--- src/rtl/mesh_stream_feeder_pkg.sv ---
// mesh_stream_feeder_pkg: shared feeder state encoding and mesh data width
package mesh_stream_feeder_pkg;

    localparam int MESH_WIDTH = 32;

    typedef enum logic [1:0] {FD_IDLE, FD_STREAM, FD_DONE} feeder_state_t;

endpackage

--- src/rtl/mesh_stream_feeder_if.sv ---
// mesh_stream_feeder_if: AXI-Stream link from the feeder into the mesh system input
interface mesh_stream_feeder_if
    import mesh_stream_feeder_pkg::*;
#(
    parameter int WIDTH = MESH_WIDTH
);

    logic [WIDTH-1:0] m_tdata;
    logic             m_tvalid;
    logic             m_tready;
    logic             m_tlast;

    modport master (output m_tdata, m_tvalid, m_tlast, input m_tready);
    modport slave  (input m_tdata, m_tvalid, m_tlast, output m_tready);

endinterface

--- src/rtl/mesh_stream_feeder_axis_out_reg.sv ---
// axis_out_reg: single-entry AXI-Stream master output register with load and clear
module axis_out_reg #(
    parameter int WIDTH = 32
) (
    input  logic             clk,
    input  logic             rst,
    input  logic             load_i,
    input  logic             clear_i,
    input  logic [WIDTH-1:0] data_i,
    input  logic             last_i,
    input  logic             tready_i,
    output logic [WIDTH-1:0] tdata_o,
    output logic             tlast_o,
    output logic             tvalid_o,
    output logic             load_en_o
);

    logic [WIDTH-1:0] data_q;
    logic             last_q;
    logic             valid_q;

    assign load_en_o = !valid_q || tready_i;
    assign tdata_o   = data_q;
    assign tlast_o   = last_q;
    assign tvalid_o  = valid_q;

    // Register only moves when empty or its word is being taken; load wins over clear
    always_ff @(posedge clk) begin
        if (rst) begin
            data_q  <= '0;
            last_q  <= 1'b0;
            valid_q <= 1'b0;
        end else if (load_en_o) begin
            if (load_i) begin
                data_q  <= data_i;
                last_q  <= last_i;
                valid_q <= 1'b1;
            end else if (clear_i) begin
                last_q  <= 1'b0;
                valid_q <= 1'b0;
            end
        end
    end

endmodule

--- src/rtl/mesh_stream_feeder.sv ---
// mesh_stream_feeder: buffers a host-loaded tile and streams its first len words to the mesh
module mesh_stream_feeder
    import mesh_stream_feeder_pkg::*;
#(
    parameter int WIDTH = MESH_WIDTH,
    parameter int DEPTH = 16,
    parameter int AW    = $clog2(DEPTH),
    parameter int LW    = $clog2(DEPTH + 1)
) (
    input  logic             aclk,
    input  logic             areset,
    input  logic             wr_en,
    input  logic [AW-1:0]    wr_addr,
    input  logic [WIDTH-1:0] wr_data,
    input  logic             start,
    input  logic [LW-1:0]    len,
    input  logic             abort,
    output logic             busy,
    output logic             done,
    output logic             aborted,
    mesh_stream_feeder_if.master m
);

    feeder_state_t    state_q;
    logic [LW-1:0]    lc_q;
    logic [LW-1:0]    cnt_q;
    logic             abort_q;
    logic             aborted_q;
    logic [WIDTH-1:0] mem_q [DEPTH];

    logic [LW-1:0]    lc_d;
    logic [LW-1:0]    nxt;
    logic             idle;
    logic             hs;
    logic             final_beat;
    logic             stop;
    logic             load;
    logic             clear;
    logic             load_en;
    logic             ld_last;
    logic [WIDTH-1:0] ld_data;

    assign busy    = state_q == FD_STREAM;
    assign done    = state_q == FD_DONE;
    assign aborted = aborted_q;

    // Next-word selection: word 0 on start, word cnt+1 after each handshake unless stopping
    always_comb begin
        lc_d       = (len > LW'(DEPTH)) ? LW'(DEPTH) : len;
        nxt        = cnt_q + 1'b1;
        idle       = state_q == FD_IDLE;
        hs         = m.m_tvalid && m.m_tready;
        final_beat = hs && (nxt == lc_q);
        stop       = busy && hs && (final_beat || abort_q || abort);
        load       = load_en && (idle ? (start && lc_d != '0) : (busy && hs && !stop));
        clear      = stop;
        ld_data    = idle ? mem_q[0] : mem_q[nxt[AW-1:0]];
        ld_last    = idle ? (lc_d == LW'(1)) : (nxt == lc_q - LW'(1));
    end

    axis_out_reg #(.WIDTH(WIDTH)) u_out (
        .clk      (aclk),
        .rst      (areset),
        .load_i   (load),
        .clear_i  (clear),
        .data_i   (ld_data),
        .last_i   (ld_last),
        .tready_i (m.m_tready),
        .tdata_o  (m.m_tdata),
        .tlast_o  (m.m_tlast),
        .tvalid_o (m.m_tvalid),
        .load_en_o(load_en)
    );

    // Tile buffer is writable only while idle so a running transfer sees a frozen tile
    always_ff @(posedge aclk) begin
        if (idle && wr_en) mem_q[wr_addr] <= wr_data;
    end

    // Transfer control: length latch, beat index, sticky abort and completion status
    always_ff @(posedge aclk) begin
        if (areset) begin
            state_q   <= FD_IDLE;
            lc_q      <= '0;
            cnt_q     <= '0;
            abort_q   <= 1'b0;
            aborted_q <= 1'b0;
        end else begin
            case (state_q)
                FD_IDLE: begin
                    if (start) begin
                        lc_q      <= lc_d;
                        cnt_q     <= '0;
                        aborted_q <= 1'b0;
                        state_q   <= (lc_d == '0) ? FD_DONE : FD_STREAM;
                    end
                end
                FD_STREAM: begin
                    if (stop) begin
                        state_q   <= FD_DONE;
                        aborted_q <= !final_beat;
                    end else begin
                        if (hs) cnt_q <= nxt;
                        if (abort) abort_q <= 1'b1;
                    end
                end
                FD_DONE: begin
                    state_q   <= FD_IDLE;
                    abort_q   <= 1'b0;
                    aborted_q <= 1'b0;
                end
                default: state_q <= FD_IDLE;
            endcase
        end
    end

endmodule

--- src/flat_wrapper.sv ---
// flat-port wrapper written by rule: the top's interface ports become plain ports
module mesh_stream_feeder_flat import mesh_stream_feeder_pkg::*;
#(
    parameter int WIDTH = MESH_WIDTH,
    parameter int DEPTH = 16,
    parameter int AW    = $clog2(DEPTH),
    parameter int LW    = $clog2(DEPTH + 1)
)
  (aclk, areset, wr_en, wr_addr, wr_data, start, len, abort, busy, done, aborted, m_m_tdata, m_m_tvalid, m_m_tlast, m_m_tready);
  mesh_stream_feeder_if #(.WIDTH(WIDTH)) m_i ();
  input  logic aclk;
  input  logic areset;
  input  logic wr_en;
  input  logic [AW-1:0] wr_addr;
  input  logic [WIDTH-1:0] wr_data;
  input  logic start;
  input  logic [LW-1:0] len;
  input  logic abort;
  output logic busy;
  output logic done;
  output logic aborted;
  output wire logic [$bits(m_i.m_tdata)-1:0] m_m_tdata;
  output wire logic [$bits(m_i.m_tvalid)-1:0] m_m_tvalid;
  output wire logic [$bits(m_i.m_tlast)-1:0] m_m_tlast;
  input wire logic [$bits(m_i.m_tready)-1:0] m_m_tready;
  assign m_m_tdata = m_i.m_tdata;
  assign m_m_tvalid = m_i.m_tvalid;
  assign m_m_tlast = m_i.m_tlast;
  assign m_i.m_tready = m_m_tready;
  mesh_stream_feeder #(.WIDTH(WIDTH), .DEPTH(DEPTH), .AW(AW), .LW(LW)) u_core (.aclk(aclk), .areset(areset), .wr_en(wr_en), .wr_addr(wr_addr), .wr_data(wr_data), .start(start), .len(len), .abort(abort), .busy(busy), .done(done), .aborted(aborted), .m(m_i));
endmodule
--- config.mk ---
export PLATFORM = sky130hd
export DESIGN_NAME = mesh_stream_feeder_flat
export DESIGN_NICKNAME = d
export VERILOG_FILES = /design/src/rtl/mesh_stream_feeder_pkg.sv /design/src/rtl/mesh_stream_feeder_if.sv /design/src/rtl/mesh_stream_feeder_axis_out_reg.sv /design/src/rtl/mesh_stream_feeder.sv /design/src/flat_wrapper.sv
export SDC_FILE = /design/constraint.sdc
export NUM_CORES = 1
export LEC_CHECK = 0
export CAP_MARGIN = 20
export CORE_MARGIN = 8
export CORE_UTILIZATION = 65
export CTS_CLUSTER_DIAMETER = 80
export DETAILED_ROUTE_END_ITERATION = 12
export PLACE_DENSITY = 0.84
export REMOVE_ABC_BUFFERS = 1
export SLEW_MARGIN = 10
export SYNTH_ARGS = -nofsm -noshare
export SYNTH_HDL_FRONTEND = slang
export SYNTH_SLANG_ARGS = --single-unit
--- constraint.sdc ---
create_clock -name aclk -period 8.4 [get_ports aclk]
set_input_delay 2.1 -clock aclk [delete_from_list [all_inputs] [get_ports aclk]]
set_output_delay 2.1 -clock aclk [all_outputs]
set_load 0.03 [all_outputs]
# Yosys cells after proc, flatten, opt, wreduce, memory -nomap -nowiden
# Memory sizes are Yosys's and may differ from the RTL's.
# Cells that the tools add are included.
# classes
add_sub_neg	2
order_cmp	1
eq_ne	10
n_mux	23
n_reduce_logical	28
# op_table
op	n
32-bit 2-to-1 mux	1
5-bit 2-to-1 mux	4
1-bit 2-to-1 mux	11
5-bit == test	2
2-bit inequality test (second input constant)	5
5-bit case mux with 2 select lines	1
1-bit logical AND	8
2-bit AND reduction	4
2-bit 2-to-1 mux	3
3-bit AND reduction	2
2-bit nonzero test	3
5-bit by 1-bit adder with 5-bit output (second input constant)	1
5-bit by 1-bit == test with 1-bit output (second input constant)	1
5-bit > comparator (second input constant)	1
5-bit logical NOT	1
5-bit nonzero test	1
5-bit by 1-bit subtractor with 5-bit output (second input constant)	1
2-bit case mux with 2 select lines	1
4-bit AND reduction	1
1-bit logical NOT	3
1-bit logical OR	3
1-bit case mux with 3 select lines	1
3-bit nonzero test	1
2-bit by 1-bit == test with 1-bit output (second input constant)	1
other kinds (3)	3
# totals
register_bits	48
ram_bits	512
input_bits	47
output_inout_bits	37
elab_cells	73
n_memories	1
# mem_list
name	words	word_bits	rd	rd_ports_with_merged_regs	wr	line	text
u_core.mem_q	16	32	2	0	1	mesh_stream_feeder.sv:29	logic [WIDTH-1:0] mem_q [DEPTH];

# Depth between registers and ports, before layout
# Gate-level depths: netlist of the first run.
# logic_depth
ltp_word	12
ltp_mapped	9
mapped_depth_nobuf	7

# By module
# Synthesis of the first run repeated with hierarchy kept, for this count alone.
# unflattened
hier_cells	1209
hier_area_um2	22018.6
# modules_own_cells
mod	n_inst	cells_each	area_each_um2	seq_area_each_um2
mesh_stream_feeder	1	1052	20662.3	15655.0
axis_out_reg	1	157	1356.3	680.7

# Least setup slack after synthesis of the first run
# Ideal clock, no wire load.
# synth_path
path_kind	input to register
start	in wr_addr[1]
end	mem u_core.mem_q[0][0], enable pin
setup_time_ps	461
arrival_ps	5043
required_ps	7939
setup_slack_ps	2895
cell_stages	2
n_path_buf	0
cell_sequence	or4b_2 -> nor3_1
# synth_rtl
element	line	text
start, declared	flat_wrapper.sv:14	input logic [AW-1:0] wr_addr;
end, declared	mesh_stream_feeder.sv:29	
# Straight into the memory's write port.

# Worst setup path after layout of the first run
# layout_path
start	reg u_core.state_q[1]
end	out busy
# layout_between
elab_chain_len	1
# layout_lines
element	line	text
start, declared	mesh_stream_feeder.sv:24	feeder_state_t state_q;
start signal, assigned	mesh_stream_feeder.sv:95	state_q <= (lc_d == '0) ? FD_DONE : FD_STREAM;
2-bit by 1-bit == test with 1-bit output	mesh_stream_feeder.sv:43	assign busy = state_q == FD_STREAM;
end, declared	flat_wrapper.sv:19	output logic busy;
# Every way passes these cells.

==> summary.md, run 1 <==
| Metric | Value |
|---|---|
| Number of diodes | 0 |
| Vias in the first global route | 12,300 |
| Fillers | 1,680 |
| Commonest register cell after synthesis | edfxtp_1 |
| Htree depth | 2 |
| Clk Latency, worst-skew pair | 0.58 ns |
| Flops & latches, synth | 560 |
| Die height | 201 um |
| Initial antenna violation count | 0 |
| Synth area leaders | edfxtp_1 (69%), mux4_2 (13%), dfxtp_1 (4.3%), mux2i_1 (3.0%), a211oi_1 (2.9%) |
| Max Cap Viol | 0 |
| Worst Hold Path EP | u_core.lc_q[3]$_SDFFE_PP0P_ |
| Final period util | 50.6% |
| R2R Setup Slk | 4.21 ns |
| CP Data Required Time | 6.30 ns |
| Fin. max-slew vios | 0 |
| Synth cell types | 50 |
| 1st-iter DRT viols | 1,390 |
| Die Width | 201 um |
| FMAX | 235 MHz |
| Global-route wire length before repair | 76,900 um |
| # clock sinks | 560 |
| Startpoint Class | register |
| Initial Utilization | 66.3% |
| CTS root buf | clkbuf_16 |
| Remaining antenna violation count | 0 |
| Pin count of the biggest net entering global routing | 68 |
| Clk buf depth | 3 |
| Post-CTS sizing | 0 |
| Critical path arrival | 2.15 ns |
| RSZ-0062 raised after global routing | no |
| First-pass DRT Iterations | 5 |
| Final Hold Vio Count | 0 |
| Max Fanout on Critical Path | 6 |
| Syn Inst Count | 1,107 |
| Cell Count, Final, Fillers Out | 1,699 |
| Placement-stage cell area | 23,700 um2 |
| Number of synthesized flops with an enable pin | 512 |
| Avg Synthesized Cell Area | 20.1 um2 |
| Commonest non-fill, non-tap cell in the layout | edfxtp_1 |
| Global route total overflow | 0 |
| Leak | 7.63 nW |
| DR WL/cell | 31.3 um |
| Number of placed I/O pins | 84 |
| # rows | 67 |
| Final setup viols | 0 |
| Crit. End Element | primary output |
| Clock skew | 0.0152 ns |
| Crit path time final | 4.25 ns |
| Hold_buf cts | 0 |
| Drt drc | 0 |
| Yosys warnings | 0 |
| Most frequent cells in the layout | edfxtp_1 (512), mux4_2 (128), a211oi_1 (86), clkdlybuf4s50_1 (82), nor3_1 (71) |
| Post-Syn Area | 22,300 um2 |
| Global-route usage over all layers | 25.2% |
| Post-Layout Inst Area | 25,600 um2 |
| Die area | 40,400 um2 |
| Post-synthesis sequential area ratio | 73.3% |
| R2R depth | 9 |
| CTS clk-pin slew, worst paths | 0.06 ns |
| Inst Count DP | 1,593 |
| Worst slew pin tran | 1.07 ns |
| Async SR Flop Fraction | 0% |
| Detailed placement HPWL | 27,200 um |
| Layout area overhead | 14.9% |
| Rel. slew slack | 28.7% |
| Number of setup buffers added after CTS | 0 |
| PortBufs | 83 |
| Fraction of layout cells with a size suffix above 1 | 22.7% |
| Total number of vias | 12,000 |
| Post-DR vias/cell | 7.06 |
| WHS Path Cells | 2 |
| Outcome | completed |
| Worst hold-check path type | reg2reg |
| Max rail drop VDD | 178 uV |
| Routed wire length | 53,200 um |
| Core area | 33,600 um2 |
| Hold Startpoint | u_core.lc_q[3]$_SDFFE_PP0P_ |
| Nets@finish | 1,258 |
| CTS tree | yes |
| GPL Wtd Cong | 0.810 |
| Num CTS Buffers | 53 |
| Capturing point of the worst reg2reg path | u_core.u_out.tdata_o[14]$_SDFFE_PP0P_ |
| Yosys top cell by area | edfxtp_1 |
| Post-synth top area share | 69.0% |
| P per Cell Area | 225 nW/um2 |
| Critical R2R Launch | u_core.cnt_q[0]$_SDFFE_PP0P_ |
| CP Class | reg2out |
[worst max path at each step]
stage,slack [ns],startpoint,to
final,4.15,u_core.state_q[1]$_SDFFE_PP0P_,busy
after global routing,3.83,u_core.cnt_q[0]$_SDFFE_PP0P_,u_core.u_out.tdata_o[14]$_SDFFE_PP0P_
after CTS,3.80,u_core.cnt_q[0]$_SDFFE_PP0P_,u_core.u_out.tdata_o[14]$_SDFFE_PP0P_
after detailed placement,3.62,wr_addr[1],u_core.mem_q[8][16]$_DFFE_PP_
after global placement,3.66,wr_addr[1],u_core.mem_q[4][0]$_DFFE_PP_
after floorplan,-1.69,u_core.cnt_q[0]$_SDFFE_PP0P_,u_core.cnt_q[3]$_SDFFE_PP0P_
[where the power goes]
| part | switching, W | internal [W] |
|---|---|---|
| Combinational | 0.000214 | 0.000122 |
| Clock | 0.00101 | 0.00129 |
| Sequential | 0.0000237 | 0.00309 |
[cell families after synthesis]
family	synth area share [%]
muxes	16.0
DFF	73.3
adders and majority gates	0.112
AOI/OAI and AO/OA	4.44
and+or+nand+nor	3.12
xor gates and xnor gates	0.927
buffers and inverters	2.10
[Yosys cell counts (8+ instances only)]
master    number
edfxtp_1     512
mux4_2       128
a211oi_1      86
nor3_1        75
mux2i_1       66
dfxtp_1       48
buf_2         23
clkbuf_1      23
nor2_1        18
buf_6         14
nand2_1       11
a211oi_2      10
buf_4         10
o21ai_0        9
a21oi_1        8
[metal layers]
metal	GRT usage [%]	vias up	wire length (um)
met5	0	-	0
li1	-	4847	-
met2	42.3	801	27500
met1	32.7	6231	19400
met3	5.30	110	4890
met4	8.44	0	1420
[worst max-delay path: stages, from the launching register on]
cell and delay (ns):
dfxtp_1 0.44, nand2b_1 0.24, clkinv_1 0.24, clkdlybuf4s50_1 0.66
[layout make-up]
| cell class | instances | area (um2) | share of cell area [%] |
|---|---|---|---|
| Clock buffer | 66 | 1420 | 5.54 |
| Clock inverter | 31 | 228 | 0.890 |
| Inverter | 5 | 18.8 | 0.0733 |
| Multi-Input combinational cell | 470 | 5650 | 22.1 |
| Sequential cell | 560 | 16300 | 63.8 |
| Tap cell | 448 | 561 | 2.19 |
| Timing Repair Buffer | 119 | 1380 | 5.40 |
[flip-flops by register name, indices dropped and copies added (netlist names)]
| signal | cells |
|---|---|
| u_core.mem_q | 512 |
| u_core.u_out.tdata_o | 32 |
| u_core.cnt_q | 5 |
| u_core.lc_q | 5 |
| u_core.state_q | 2 |
| u_core.abort_q | 1 |
| u_core.aborted | 1 |
| u_core.u_out.tlast_o | 1 |
| u_core.u_out.tvalid_o | 1 |
[through the flow]
stage	setup TNS, ns	setup WS (ns)	hold slack (ns)	total power [W]	util [%]
global placement	0	3.66	0.484	0.00347	70.1
floorplan	-66.74	-1.69	0.451	0.00333	-
CTS	0	3.80	0.510	0.00574	75.4
finish	0	4.15	0.506	0.00575	76.1
global route	0	3.83	0.529	0.00589	76.1
detailed placement	0	3.62	0.489	0.00349	70.5
(Power assumes the default switching activity.)
==> run 2, diff against run 1 <==
--- a/config.mk
+++ b/config.mk
@@ -7,10 +7,10 @@
 export LEC_CHECK = 0
 export CAP_MARGIN = 20
 export CORE_MARGIN = 8
-export CORE_UTILIZATION = 65
+export CORE_UTILIZATION = 55
 export CTS_CLUSTER_DIAMETER = 80
 export DETAILED_ROUTE_END_ITERATION = 12
-export PLACE_DENSITY = 0.84
+export PLACE_DENSITY = 0.76
 export REMOVE_ABC_BUFFERS = 1
 export SLEW_MARGIN = 10
 export SYNTH_ARGS = -nofsm -noshare
==> constraint.sdc (replaced) <==
create_clock -name aclk -period 3.75 [get_ports aclk]
set_input_delay 0.9375 -clock aclk [delete_from_list [all_inputs] [get_ports aclk]]
set_output_delay 0.9375 -clock aclk [all_outputs]
set_load 0.03 [all_outputs]
==> run 2 against run 1 <==
  * Sequential power up 120%
  * Sequential share of layout area decreased by 0.62 points
  * Via count is 4.1% lower
  * Core utilization decreased by 11 points
  * Global-route usage decreased by 4.4 points
  * Die area is 17% higher
  * Total power up 130%
  * Largest cell class unchanged
==> summary.md, run 2 (same netlist as run 1, synthesis figures left out) <==
| Metric | Value |
|---|---|
| Crit. End Element | primary output |
| Final period util | 83.8% |
| Clk buf depth | 3 |
| CTS clk-pin slew, worst paths | 0.06 ns |
| Power share of the combinational group | 5.4% |
| Slowest CP cell | clkdlybuf4s50_1 |
| Setup TNS | 0 ns |
| First-pass DRT Iterations | 5 |
| Sw Ratio | 21.1% |
| Layout area overhead | 16.0% |
| Htree depth | 2 |
| 1st-iter DRT viols | 1,232 |
| Clock power share | 41.9% |
| Max Fanout on Critical Path | 6 |
| Worst hold-check path type | reg2reg |
| Fin util | 64.9% |
| Total number of vias | 11,500 |
| Remaining antenna violation count | 0 |
| # clock sinks | 560 |
| P per Cell Area | 513 nW/um2 |
| Post-DR vias/cell | 6.43 |
| Number of setup buffers added after CTS | 0 |
| Global-route usage over all layers | 20.8% |
| CTS root buf | clkbuf_16 |
| Routed wire length | 49,400 um |
| Commonest non-fill, non-tap cell in the layout | edfxtp_1 |
| Drt drc | 0 |
| Fraction of layout cells with a size suffix above 1 | 24.0% |
| DR WL/cell | 27.7 um |
| Die height | 217 um |
| Core area | 39,800 um2 |
| CP Data Required Time | 2.81 ns |
| Max Cap Viol | 0 |
| Hold_buf cts | 0 |
| PortBufs | 83 |
| Crit path time final | 3.14 ns |
| Vias in the first global route | 11,800 |
| Cell Int Power | 0.0105 W |
| Num CTS Buffers | 54 |
| Detailed placement HPWL | 27,300 um |
| Worst slew pin tran | 1.00 ns |
| Nets@finish | 1,264 |
| Global route total overflow | 0 |
| Number of placed I/O pins | 84 |
| Clk Latency, worst-skew pair | 0.60 ns |
| Cell breakdown of the critical path | nand2b_1 > clkinv_1 > clkdlybuf4s50_1 |
| Largest reg by FF count | u_core.mem_q |
| CP peak stage delay | 0.66 ns |
| Pin count of the biggest net entering global routing | 71 |
| Critical path arrival | 2.21 ns |
| CP Class | reg2out |
| Sw power | 0.00280 W |
| Hold Slack | 0.516 ns |
| Setup WS post-layout | 0.607 ns |
| FMAX | 318 MHz |
| Initial antenna violation count | 2 |
| Number of flip-flops in the largest register | 512 |
| Final Hold Vio Count | 0 |
| Top Family by Delay on Critical Path | buffers and inverters |
| Outcome | completed |
| Final setup viols | 0 |
| Setup WS pre-CTS | 0.470 ns |
| GPL Wtd Cong | 0.840 |
| Leak | 7.71 nW |
| # rows | 73 |
| Post-CTS sizing | 0 |
| Sequential power share | 52.7% |
| Fin. max-slew vios | 0 |
| Worst Path Buf+Inv | 2 |
| Initial Utilization | 55.9% |
| Startpoint Class | register |
| Die area | 47,200 um2 |
| Most frequent cells in the layout | edfxtp_1 (512), mux4_2 (128), a211oi_1 (86), clkdlybuf4s50_1 (82), nor3_1 (71) |
| Clock skew | 0.0260 ns |
| RSZ-0062 raised after global routing | no |
| Max rail drop VDD | 351 uV |
| Global-route wire length before repair | 73,800 um |
| Die Width | 217 um |
| CTS tree | yes |
| Rel. slew slack | 32.9% |
[run 2: cell count changes in the layout (fill, tap and decap cells not counted)]
| cell | delta |
|---|---|
| buf_12 | +14 |
| buf_16 | -13 |
| buf_4 | +4 |
| bufinv_16 | +3 |
| clkbuf_1 | -1 |
| clkbuf_8 | +8 |
| clkinv_1 | -8 |
| clkinv_2 | +1 |
| clkinv_8 | +2 |
| diode_2 | +2 |
| inv_6 | -2 |
| inv_8 | +1 |
[run 2: area by class of cell]
class | instances | area, um2
well taps | 525 | 657
clock inverters | 28 | 319
clock buffers | 73 | 1520
repair buffers | 124 | 1330
flip-flops and latches | 560 | 16300
multi-input cells | 470 | 5650
diodes | 2 | 5.00
fillers | 2649 | 14000
inverters | 5 | 18.8
[run 2: through the flow]
step / cells / cell area, um2 / total power, W
2_1_floorplan: 1035 / 21800 / 0.00746
3_3_place_gp: 1684 / 24000 / 0.00780
3_5_place_dp: 1684 / 24000 / 0.00782
4_1_cts: 1785 / 25800 / 0.0133
5_1_grt: 1787 / 25800 / 0.0136
6_report: 1787 / 25800 / 0.0132
[run 2: per-layer routing]
metal,track usage [%],part of all wire (%),wire length [um],vias to the layer above
met3,4.83,8.1,4020,82
met4,6.20,2.1,1060,0
met5,0,0,0,-
li1,-,-,-,4875
met2,33.5,49,24300,530
met1,28.3,41,20100,6005
[run 2: final timing paths]
| path | from | endpoint | slack (ns) | cells after the start |
|---|---|---|---|---|
| min reg2reg | u_core.lc_q[1]$_SDFFE_PP0P_ | u_core.lc_q[1]$_SDFFE_PP0P_ | 0.52 | 2 |
| max | u_core.state_q[1]$_SDFFE_PP0P_ | busy | 0.61 | 3 |
| max reg2reg | u_core.cnt_q[0]$_SDFFE_PP0P_ | u_core.u_out.tdata_o[14]$_SDFFE_PP0P_ | 0.69 | 7 |
| min | u_core.lc_q[1]$_SDFFE_PP0P_ | u_core.lc_q[1]$_SDFFE_PP0P_ | 0.52 | 2 |
[run 2: worst min-delay path, delay by kind of cell, from the launching register on]
kind | cells | cell delay (ns)
AND/OR/NAND/NOR | 1 | 0.07
AO/OA/AOI/OAI | 1 | 0.05
flip-flops | 1 | 0.35
[run 2: power by group through the flow]
stage               registers [W]  clock network, W  logic (W)
global route              0.00698           0.00585   0.000761
finish                    0.00698           0.00555   0.000716
global placement          0.00711                 0   0.000691
CTS                       0.00698           0.00563   0.000719
floorplan                 0.00717                 0   0.000291
detailed placement        0.00711                 0   0.000712
==> run 3, diff against run 2 <==
--- a/config.mk
+++ b/config.mk
@@ -7,10 +7,10 @@
 export LEC_CHECK = 0
 export CAP_MARGIN = 20
 export CORE_MARGIN = 8
-export CORE_UTILIZATION = 55
+export CORE_UTILIZATION = 61
 export CTS_CLUSTER_DIAMETER = 80
 export DETAILED_ROUTE_END_ITERATION = 12
-export PLACE_DENSITY = 0.76
+export PLACE_DENSITY = 0.8
 export REMOVE_ABC_BUFFERS = 1
 export SLEW_MARGIN = 10
 export SYNTH_ARGS = -nofsm -noshare
==> constraint.sdc (replaced) <==
create_clock -name aclk -period 2.9 [get_ports aclk]
set_input_delay 0.725 -clock aclk [delete_from_list [all_inputs] [get_ports aclk]]
set_output_delay 0.725 -clock aclk [all_outputs]
set_load 0.03 [all_outputs]
==> run 3 against run 2 <==
  * Sequential power up 29%
  * Sequential share of layout area down 0.23 points
  * Critical endpoint is now done
  * Count of clock-buffer cells in the layout up 5
  * Critical path depth down 1
  * Hold slack worse by 0.015 ns
  * Register-to-register slack worse by 0.43 ns
  * Design area up 0.36%
  * Combinational power up 35%
  * Die area down 9.1%
  * Total power up 26%
  * Routed wire length up 5.5%
  * Flip-flop and latch count unchanged
==> summary.md, run 3 (same netlist as run 1, synthesis figures left out) <==
| Metric | Value |
|---|---|
| Die height | 207 um |
| CP Data Required Time | 2.17 ns |
| Max Fanout on Critical Path | 6 |
| PortBufs | 83 |
| Grt met3 use | 4.20% |
| Vias in the first global route | 12,300 |
| Startpoint Class | register |
| Remaining antenna violation count | 0 |
| CTS clk-pin slew, worst paths | 0.06 ns |
| Leak | 7.79 nW |
| Pin count of the biggest net entering global routing | 97 |
| Inst Count DP | 1,649 |
| Clk buf depth | 3 |
| Routed wire length | 52,200 um |
| Global-route wire length before repair | 78,200 um |
| Sw power | 0.00360 W |
| Post-CTS sizing | 1 |
| Post-Layout Inst Area | 25,900 um2 |
| Met2 global-route usage | 40.1% |
| Hold_buf cts | 0 |
| Placement-stage cell area | 24,200 um2 |
| Most frequent cells in the layout | edfxtp_1 (512), mux4_2 (128), a211oi_1 (86), clkdlybuf4s50_1 (81), nor3_1 (71) |
| Die Width | 207 um |
| Layout area overhead | 16.5% |
| Crit path time final | 2.70 ns |
| Core area | 36,300 um2 |
| Commonest non-fill, non-tap cell in the layout | edfxtp_1 |
| Initial Utilization | 61.4% |
| 1st-iter DRT viols | 1,387 |
| Clock skew | 0.0388 ns |
| Fin util | 71.5% |
| P per Cell Area | 645 nW/um2 |
| Global-route usage over all layers | 24.1% |
| Critical path arrival | 1.98 ns |
| Number of placed I/O pins | 84 |
| Power share of the combinational group | 5.8% |
| Global route total overflow | 0 |
| Drt drc | 0 |
| Initial antenna violation count | 0 |
| Grt met1 use | 32.3% |
| Post-DR vias/cell | 6.84 |
| Num CTS Buffers | 53 |
| # clock sinks | 560 |
| Max Cap Viol | 0 |
| Cell Count, Final, Fillers Out | 1,748 |
| FMAX | 370 MHz |
| CTS tree | yes |
| Final period util | 93.2% |
| Clk Latency, worst-skew pair | 0.59 ns |
| CP Class | reg2out |
| Clock power share | 40.3% |
| Htree depth | 2 |
| Number of setup buffers added after CTS | 0 |
| Nets@finish | 1,285 |
| Sw Ratio | 21.5% |
| GPL Wtd Cong | 0.875 |
| Worst slew pin tran | 1.06 ns |
| Detailed placement HPWL | 28,200 um |
| Fin. max-slew vios | 0 |
| RSZ-0062 raised after global routing | no |
| DR WL/cell | 29.8 um |
| Rel. slew slack | 28.9% |
| Total power | 0.0167 W |
| Sequential power share | 54.0% |
| Die area | 42,900 um2 |
| Outcome | completed |
| Final Hold Vio Count | 0 |
| CTS root buf | clkbuf_16 |
| Crit. End Element | primary output |
| Cell Int Power | 0.0131 W |
| Final setup viols | 0 |
| # rows | 70 |
| First-pass DRT Iterations | 5 |
| Total number of vias | 12,000 |
| Setup TNS | 0 ns |
| Fraction of layout cells with a size suffix above 1 | 24.7% |
| Number of flip-flops in the largest register | 512 |
| Worst hold-check path type | reg2reg |
| Grt peak-use layer | met2 |
| Largest reg by FF count | u_core.mem_q |
| Max rail drop VDD | 435 uV |
## run 3: cell count changes in the layout (fill, tap and decap cells not counted), sizes merged
cell,before,now
buf,42,64
bufinv,6,2
clkbuf,73,78
clkdlybuf4s50,82,81
clkinv,19,17
clkinvlp,3,2
diode,2,1
dlygate4sd2,0,1
inv,5,4
## run 3: layer usage
metal  up-vias  routed length (um)
met5         -                   0
met4         0                1490
met3       116                4530
met2       730               26100
met1      6204               20000
li1       4911                   -
## run 3: path summary, 6_finish.rpt
check | from | endpoint | slack (ns) | cells past startpoint
max | u_core.state_q[1]$_SDFFE_PP0P_ | done | 0.20 | 2
min reg2reg | u_core.lc_q[3]$_SDFFE_PP0P_ | u_core.lc_q[3]$_SDFFE_PP0P_ | 0.50 | 2
min | u_core.lc_q[3]$_SDFFE_PP0P_ | u_core.lc_q[3]$_SDFFE_PP0P_ | 0.50 | 2
max reg2reg | u_core.cnt_q[0]$_SDFFE_PP0P_ | u_core.u_out.tdata_o[25]$_SDFFE_PP0P_ | 0.26 | 7
## run 3: final cells by class
type                            instances  area, um2
Sequential cell                       560      16300
Fill cell                            2111      10300
Multi-Input combinational cell        470       5650
Timing Repair Buffer                  146       1660
Clock buffer                           78       1520
Tap cell                              468        586
Clock inverter                         20        168
Inverter                                5       18.8
Antenna cell                            1       2.50
## run 3: power by group through the flow
stage | sequential, W | clock, W | combinational, W
CTS | 0.00902 | 0.00677 | 0.000965
global route | 0.00903 | 0.00707 | 0.00102
floorplan | 0.00927 | 0 | 0.000376
finish | 0.00902 | 0.00674 | 0.000965
detailed placement | 0.00919 | 0 | 0.000949
global placement | 0.00918 | 0 | 0.000910
## run 3: metrics by stage
step	setup WS, ns	hold slack (ns)
2_1_floorplan	-7.19	0.451
3_3_place_gp	-0.00336	0.482
3_5_place_dp	-0.106	0.495
4_1_cts	0.211	0.503
5_1_grt	0.158	0.543
6_report	0.197	0.501
## run 3: worst max-delay path, cell delays in order (launching register included)
cell and delay (ns):
dfxtp_1 0.44, nor2b_1 0.24, clkdlybuf4s50_1 0.71
